$ cat config.mk
export PLATFORM = sky130hd
export DESIGN_NAME = div_issue_flat
export DESIGN_NICKNAME = d
export VERILOG_FILES = /design/src/rtl/div_issue_if.sv /design/src/rtl/div_issue.sv /design/src/flat_wrapper.sv
export SDC_FILE = /design/constraint.sdc
export NUM_CORES = 1
export LEC_CHECK = 0
export CORE_MARGIN = 5
export CORE_UTILIZATION = 50
export DETAILED_ROUTE_END_ITERATION = 6
export GPL_ROUTABILITY_DRIVEN = 0
export HOLD_SLACK_MARGIN = 0.05
export PLACE_DENSITY = 0.87
export REMOVE_ABC_BUFFERS = 1
export SYNTH_ARGS = -nofsm -noshare
export SYNTH_HDL_FRONTEND = slang
export SYNTH_SLANG_ARGS = --single-unit
$ cat constraint.sdc
create_clock -name clock -period 3.5 [get_ports clock]
set_input_delay 0.7 -clock clock [delete_from_list [all_inputs] [get_ports clock]]
set_output_delay 0.7 -clock clock [all_outputs]
set_load 0.01 [all_outputs]
$ cat src/rtl/div_issue_if.sv
// Bundle of the execute-side request/response ports and the divider-core ports of div_issue.
// Every valid/ready pair transfers on a rising clock edge where both are high; the sender holds its payload stable while valid is high and ready is low.
interface div_issue_if #(parameter int TAG_W = 5);
  logic             flush_i;
  logic             req_valid_i;
  logic             req_ready_o;
  logic [1:0]       req_op_i;
  logic [31:0]      req_a_i;
  logic [31:0]      req_b_i;
  logic [TAG_W-1:0] req_tag_i;
  logic             rsp_valid_o;
  logic             rsp_ready_i;
  logic [31:0]      rsp_data_o;
  logic [TAG_W-1:0] rsp_tag_o;
  logic             div_valid_o;
  logic             div_ready_i;
  logic [31:0]      div_a_o;
  logic [31:0]      div_b_o;
  logic             div_done_i;
  logic             div_ack_o;
  logic [31:0]      div_q_i;
  logic [31:0]      div_r_i;

  modport slave (
    input  flush_i, req_valid_i, req_op_i, req_a_i, req_b_i, req_tag_i,
           rsp_ready_i, div_ready_i, div_done_i, div_q_i, div_r_i,
    output req_ready_o, rsp_valid_o, rsp_data_o, rsp_tag_o,
           div_valid_o, div_a_o, div_b_o, div_ack_o
  );

  modport master (
    output flush_i, req_valid_i, req_op_i, req_a_i, req_b_i, req_tag_i,
           rsp_ready_i, div_ready_i, div_done_i, div_q_i, div_r_i,
    input  req_ready_o, rsp_valid_o, rsp_data_o, rsp_tag_o,
           div_valid_o, div_a_o, div_b_o, div_ack_o
  );
endinterface

$ cat src/rtl/div_issue.sv
// RISC-V DIV/DIVU/REM/REMU front end: resolves special cases locally, issues magnitudes to the core, sign-corrects results.
// Optional macro DIV_FASTPATH_EN also answers |a| < |b| (which covers a == 0) locally.
module div_issue #(
  parameter int TAG_W = 5
) (
  input  logic       clock,
  input  logic       nreset,
  div_issue_if.slave bus,
  output logic [2:0] dbg_state
);
  typedef enum logic [2:0] {
    IDLE  = 3'd0,
    ISSUE = 3'd1,
    WAIT  = 3'd2,
    DRAIN = 3'd3,
    RESP  = 3'd4
  } state_t;

  state_t           state, state_nx;
  logic             req_ready_q;
  logic             is_rem_q;
  logic [TAG_W-1:0] tag_q;
  logic             neg_a_q, neg_b_q;
  logic [31:0]      mag_a_q, mag_b_q;
  logic [31:0]      rsp_data_q;

  logic             is_signed, neg_a, neg_b, accept, local_hit;
  logic [31:0]      mag_a, mag_b, local_data;
  logic [31:0]      q_fix, r_fix, core_data;

  // Request decode; flush wins over a same-cycle accept.
  always_comb begin
    is_signed  = ~bus.req_op_i[0];
    neg_a      = is_signed & bus.req_a_i[31];
    neg_b      = is_signed & bus.req_b_i[31];
    mag_a      = neg_a ? (32'd0 - bus.req_a_i) : bus.req_a_i;
    mag_b      = neg_b ? (32'd0 - bus.req_b_i) : bus.req_b_i;
    accept     = bus.req_valid_i & req_ready_q & ~bus.flush_i;
    local_hit  = 1'b0;
    local_data = 32'd0;
    if (bus.req_b_i == 32'd0) begin
      local_hit  = 1'b1;
      local_data = bus.req_op_i[1] ? bus.req_a_i : 32'hFFFF_FFFF;
    end else if (is_signed && bus.req_a_i == 32'h8000_0000 && bus.req_b_i == 32'hFFFF_FFFF) begin
      local_hit  = 1'b1;
      local_data = bus.req_op_i[1] ? 32'd0 : 32'h8000_0000;
    end
`ifdef DIV_FASTPATH_EN
    else if (mag_a < mag_b) begin
      local_hit  = 1'b1;
      local_data = bus.req_op_i[1] ? bus.req_a_i : 32'd0;
    end
`else
`endif
  end

  // Quotient sign follows a^b, remainder sign follows the dividend.
  always_comb begin
    q_fix     = (neg_a_q ^ neg_b_q) ? (32'd0 - bus.div_q_i) : bus.div_q_i;
    r_fix     = neg_a_q ? (32'd0 - bus.div_r_i) : bus.div_r_i;
    core_data = is_rem_q ? r_fix : q_fix;
  end

  always_ff @(posedge clock or negedge nreset) begin
    if (!nreset) begin
      state       <= IDLE;
      req_ready_q <= 1'b0;
    end else begin
      state       <= state_nx;
      req_ready_q <= (state_nx == IDLE);
    end
  end

  always_comb begin
    state_nx = state;
    case (state)
      IDLE:  if (accept) state_nx = local_hit ? RESP : ISSUE;
      ISSUE: begin
        if (bus.div_ready_i)  state_nx = bus.flush_i ? DRAIN : WAIT;
        else if (bus.flush_i) state_nx = IDLE;
      end
      // A flush that coincides with done has already consumed the result.
      WAIT: begin
        if (bus.flush_i)         state_nx = bus.div_done_i ? IDLE : DRAIN;
        else if (bus.div_done_i) state_nx = RESP;
      end
      DRAIN: if (bus.div_done_i) state_nx = IDLE;
      RESP:  if (bus.flush_i || bus.rsp_ready_i) state_nx = IDLE;
      default: state_nx = IDLE;
    endcase
  end

  always_comb begin
    bus.req_ready_o = req_ready_q;
    bus.rsp_valid_o = (state == RESP);
    bus.div_valid_o = (state == ISSUE);
    bus.div_ack_o   = ((state == WAIT) || (state == DRAIN)) & bus.div_done_i;
    bus.div_a_o     = mag_a_q;
    bus.div_b_o     = mag_b_q;
    bus.rsp_data_o  = rsp_data_q;
    bus.rsp_tag_o   = tag_q;
    dbg_state       = state;
  end

  always_ff @(posedge clock or negedge nreset) begin
    if (!nreset) begin
      is_rem_q   <= 1'b0;
      tag_q      <= '0;
      neg_a_q    <= 1'b0;
      neg_b_q    <= 1'b0;
      mag_a_q    <= 32'd0;
      mag_b_q    <= 32'd0;
      rsp_data_q <= 32'd0;
    end else if (accept) begin
      is_rem_q <= bus.req_op_i[1];
      tag_q    <= bus.req_tag_i;
      neg_a_q  <= neg_a;
      neg_b_q  <= neg_b;
      mag_a_q  <= mag_a;
      mag_b_q  <= mag_b;
      if (local_hit) rsp_data_q <= local_data;
    end else if (state == WAIT && bus.div_done_i && !bus.flush_i) begin
      rsp_data_q <= core_data;
    end
  end
endmodule
$ cat src/flat_wrapper.sv
// flat-port wrapper written by rule: the top's interface ports become plain ports
module div_issue_flat 
#(
  parameter int TAG_W = 5
)
  (clock, nreset, dbg_state, bus_flush_i, bus_req_valid_i, bus_req_op_i, bus_req_a_i, bus_req_b_i, bus_req_tag_i, bus_rsp_ready_i, bus_div_ready_i, bus_div_done_i, bus_div_q_i, bus_div_r_i, bus_req_ready_o, bus_rsp_valid_o, bus_rsp_data_o, bus_rsp_tag_o, bus_div_valid_o, bus_div_a_o, bus_div_b_o, bus_div_ack_o);
  div_issue_if #(.TAG_W(TAG_W)) bus_i ();
  input  logic clock;
  input  logic nreset;
  output logic [2:0] dbg_state;
  input wire logic [$bits(bus_i.flush_i)-1:0] bus_flush_i;
  input wire logic [$bits(bus_i.req_valid_i)-1:0] bus_req_valid_i;
  input wire logic [$bits(bus_i.req_op_i)-1:0] bus_req_op_i;
  input wire logic [$bits(bus_i.req_a_i)-1:0] bus_req_a_i;
  input wire logic [$bits(bus_i.req_b_i)-1:0] bus_req_b_i;
  input wire logic [$bits(bus_i.req_tag_i)-1:0] bus_req_tag_i;
  input wire logic [$bits(bus_i.rsp_ready_i)-1:0] bus_rsp_ready_i;
  input wire logic [$bits(bus_i.div_ready_i)-1:0] bus_div_ready_i;
  input wire logic [$bits(bus_i.div_done_i)-1:0] bus_div_done_i;
  input wire logic [$bits(bus_i.div_q_i)-1:0] bus_div_q_i;
  input wire logic [$bits(bus_i.div_r_i)-1:0] bus_div_r_i;
  output wire logic [$bits(bus_i.req_ready_o)-1:0] bus_req_ready_o;
  output wire logic [$bits(bus_i.rsp_valid_o)-1:0] bus_rsp_valid_o;
  output wire logic [$bits(bus_i.rsp_data_o)-1:0] bus_rsp_data_o;
  output wire logic [$bits(bus_i.rsp_tag_o)-1:0] bus_rsp_tag_o;
  output wire logic [$bits(bus_i.div_valid_o)-1:0] bus_div_valid_o;
  output wire logic [$bits(bus_i.div_a_o)-1:0] bus_div_a_o;
  output wire logic [$bits(bus_i.div_b_o)-1:0] bus_div_b_o;
  output wire logic [$bits(bus_i.div_ack_o)-1:0] bus_div_ack_o;
  assign bus_i.flush_i = bus_flush_i;
  assign bus_i.req_valid_i = bus_req_valid_i;
  assign bus_i.req_op_i = bus_req_op_i;
  assign bus_i.req_a_i = bus_req_a_i;
  assign bus_i.req_b_i = bus_req_b_i;
  assign bus_i.req_tag_i = bus_req_tag_i;
  assign bus_i.rsp_ready_i = bus_rsp_ready_i;
  assign bus_i.div_ready_i = bus_div_ready_i;
  assign bus_i.div_done_i = bus_div_done_i;
  assign bus_i.div_q_i = bus_div_q_i;
  assign bus_i.div_r_i = bus_div_r_i;
  assign bus_req_ready_o = bus_i.req_ready_o;
  assign bus_rsp_valid_o = bus_i.rsp_valid_o;
  assign bus_rsp_data_o = bus_i.rsp_data_o;
  assign bus_rsp_tag_o = bus_i.rsp_tag_o;
  assign bus_div_valid_o = bus_i.div_valid_o;
  assign bus_div_a_o = bus_i.div_a_o;
  assign bus_div_b_o = bus_i.div_b_o;
  assign bus_div_ack_o = bus_i.div_ack_o;
  div_issue #(.TAG_W(TAG_W)) u_core (.clock(clock), .nreset(nreset), .bus(bus_i), .dbg_state(dbg_state));
endmodule
==> flow_metrics.py <==
metrics = {
    "yosys": {
        "ys_ff_latch": 108,
        "yosys_most_used_dff": "dfrtp_1",
        "synth-edff-count": 0,
        "syn_area_per_cell_um2": 8.45,
        "synth_common_cells": "o21ai_0, nand2_1, dfrtp_1",
        "async_reset_ff_share_pct": 100,
        "yosysUniqueCellTypes": 60,
        "synth_area_mm2": 0.00745,
        "synthCells": 881,
        "yosys_warnings": 0,
        "synth_top_cell_area_share_pct": 36.3,
        "yosys.area.top_type": "dfrtp_1",
        "synth_most_common_cell": "o21ai_0",
        "synthTopCellsByArea": "dfrtp_1, o21ai_0, xnor2_1, xor2_1, nand2_1",
        "yosysSeqAreaShare_pct": 36.3,
    },
    "pwr": {
        "vdd_ir_drop_max_uv": 315,
        "power.density_mw_per_mm2": 628,
        "finalPower_mw": 7.02,
        "power_leakage_nw": 4.50,
    },
    "setup_path": {
        "critical_path_arrival_ns": 3.58,
        "path_max_fanout": 5,
        "path_buf_inv": 1,
        "crit_chain": "clkdlybuf4s50_1 -> or4_1 -> or4_1 -> nor3_1 -> or3b_2 -> a21oi_1 -> a211oi_1 -> o21ai_0",
        "worstSetupStartpoint": "bus_div_r_i[19]",
        "critical_path.top_delay_family": "simple AND/OR/NAND/NOR gates",
        "end_kind": "flop",
        "worstSetupPathType": "primary input to flop",
        "cp.required_ns": 3.72,
        "critPathSlowestCell": "or4_1",
        "startpoint_type": "primary input",
        "cp_common_cell": "or4_1",
        "slowest_delay_ns": 0.69,
        "r2r_start": "u_core.neg_a_q$_DFFE_PN0P_",
    },
    "grt": {
        "grt_max_degree": 145,
        "antenna_found_initial": 0,
        "grt_first_pass_wirelength_um": 41300,
        "grt-ovfl-total": 0,
        "grt_usage_pct": 29.0,
        "grt_pass1_vias": 8059,
    },
    "clock_tree": {
        "cts_sinks": 108,
        "cts_buffers": 9,
        "clk_pin_slew_worst_paths_ns": 0.07,
        "clk_path_buf_depth": 2,
        "cts_tree": "built",
        "clkLatencyLatePin_ns": 0.36,
        "cts.root.buffer_cell": "clkbuf_16",
        "htree_num_levels": 3,
    },
    "timing": {
        "worst_pin_slew_ns": 0.694,
        "setup-tns-final_ns": 0,
        "fin_crit_ns": 3.36,
        "post-route-period-util_pct": 96.1,
        "slew_violations": 0,
        "finalHoldViolCount": 0,
        "finalSetupViolations": 0,
        "fmax_ghz": 0.297,
        "worst_slack_ns": 0.137,
        "final.setup_skew_ns": 0.00908,
        "rsz0062_at_grt": "no",
        "hold-worst-slack_ns": 0.405,
        "maxSlewHeadroom_pct": 53.7,
    },
    "placed_design": {
        "portBuffers": 249,
        "dp.final_hpwl_um": 20500,
        "pre_cts_slack_ns": -0.392,
    },
    "route": {
        "ant_nets": 0,
        "post_drt_via_cell_ratio": 5.77,
        "drc": 0,
        "drtIter0Drc": 848,
        "dr.pass1.iters": 5,
        "finalWirelength_um": 26100,
        "vias": 8043,
        "routedWlPerCell_um": 18.8,
    },
    "finish": {
        "fillCellCount": 1032,
        "seqCellArea_mm2": 0.00270,
        "finalNetCount": 1352,
        "areaGrowthSynthToFinish_pct": 50.0,
        "drive_gt1_share_pct": 14.4,
        "antenna_cells": 0,
        "multi_input_area_mm2": 0.00453,
    },
    "die": {
        "rows": 44,
        "die_h_um": 132,
        "io_pins": 250,
        "core_area_mm2": 0.0146,
        "die_w_um": 132,
        "start_util_pct": 51.1,
        "fp.dieArea_mm2": 0.0174,
    },
    "job": {
        "drv_cap": 0,
    },
    "run_status": {
        "outcome": "complete, no violations",
    },
    "min_path": {
        "hold_class": "primary input to asynchronous set/reset pin",
    },
}
## final timing paths
kind | endpoint | slack, ns | cells past startpoint
worst max-delay path | u_core.bus.rsp_data_o[29]$_DFFE_PN0P_ | 0.14 | 8
worst min-delay path | u_core.bus.rsp_tag_o[3]$_DFFE_PN0P_ | 0.41 | 2
worst max register to register | u_core.bus.rsp_data_o[11]$_DFFE_PN0P_ | 1.36 | 8
worst min register to register | u_core.bus.rsp_tag_o[0]$_DFFE_PN0P_ | 0.48 | 2
max in group asynchronous | u_core.bus.div_b_o[8]$_DFFE_PN0P_ | 2.64 | 2
min in group clock | u_core.bus.rsp_tag_o[0]$_DFFE_PN0P_ | 0.48 | 2
## layout make-up
class / count / share of cell area (%)
well taps: 184 / 2.06
repair buffers: 360 / 30.2
clock inverters: 6 / 0.414
inverters: 15 / 0.504
clock buffers: 10 / 2.14
multi-input cells: 711 / 40.5
flip-flops and latches: 108 / 24.2
## flip-flops by register name (all words and copies together) (netlist names)
name,cells
u_core.dbg_state,3
u_core.bus.div_b_o,32
u_core.bus.req_ready_o,1
u_core.bus.rsp_tag_o,5
u_core.bus.rsp_data_o,32
u_core.neg_b_q,1
u_core.neg_a_q,1
u_core.bus.div_a_o,32
u_core.is_rem_q,1
## metal layers
metal | wire, µm | global-route usage, % | up-vias
li1 | - | - | 3811
met1 | 10400 | 36.2 | 3785
met2 | 12800 | 49.4 | 389
met3 | 2120 | 4.77 | 58
met4 | 880 | 12.7 | 0
met5 | 0 | 0 | -
## metrics by stage
| stage | instances | utilization [%] | cell area [µm²] |
|---|---|---|---|
| 2_1_floorplan | 834 | - | 7250 |
| 3_3_place_gp | 1378 | 74.3 | 10800 |
| 3_5_place_dp | 1378 | 74.3 | 10800 |
| 4_1_cts | 1394 | 76.3 | 11100 |
| 5_1_grt | 1394 | 76.6 | 11200 |
| 6_report | 1394 | 76.6 | 11200 |
## cells by family after synthesis
kind of cell	after synthesis	synth area share, %
buffers and inverters	62	3.38
muxes	26	3.95
DFF	108	36.3
xor gates and xnor gates	120	14.1
AOI/OAI and AO/OA	251	20.8
and+or+nand+nor	309	20.6
adders and majority gates	5	0.840
## report_power, final
group | internal (mW) | switching [mW] | total [mW]
Clock | 0.509 | 0.489 | 0.999
Sequential | 1.83 | 0.351 | 2.18
Combinational | 2.04 | 1.80 | 3.84
Total | 4.37 | 2.64 | 7.02
## placed cells by master (no fill, tap or decap), types with 6 or more instances in the layout
master	instances
clkdlybuf4s50_1	248
o21ai_0	130
nand2_1	119
dfrtp_1	108
buf_4	107
xnor2_1	64
nor2_1	56
xor2_1	56
a21oi_1	30
nand2b_1	24
o31ai_1	24
mux2_2	23
nor3_1	17
nor4_1	17
o41ai_1	16
inv_1	15
or4_1	14
nand4_1	13
or3_1	12
clkbuf_16	9
a211oi_1	7
o21ai_1	6
a22oi_1	6
a221o_1	6
## timing repair
action,4_1_cts,5_1_grt
endpoints found under the setup margin,2,32
hold buffers,0,0
setup buffers,0,0
resized for setup,1,9
pin swaps,0,0
gates cloned,0,0
Power figures use the tool's default switching activity.
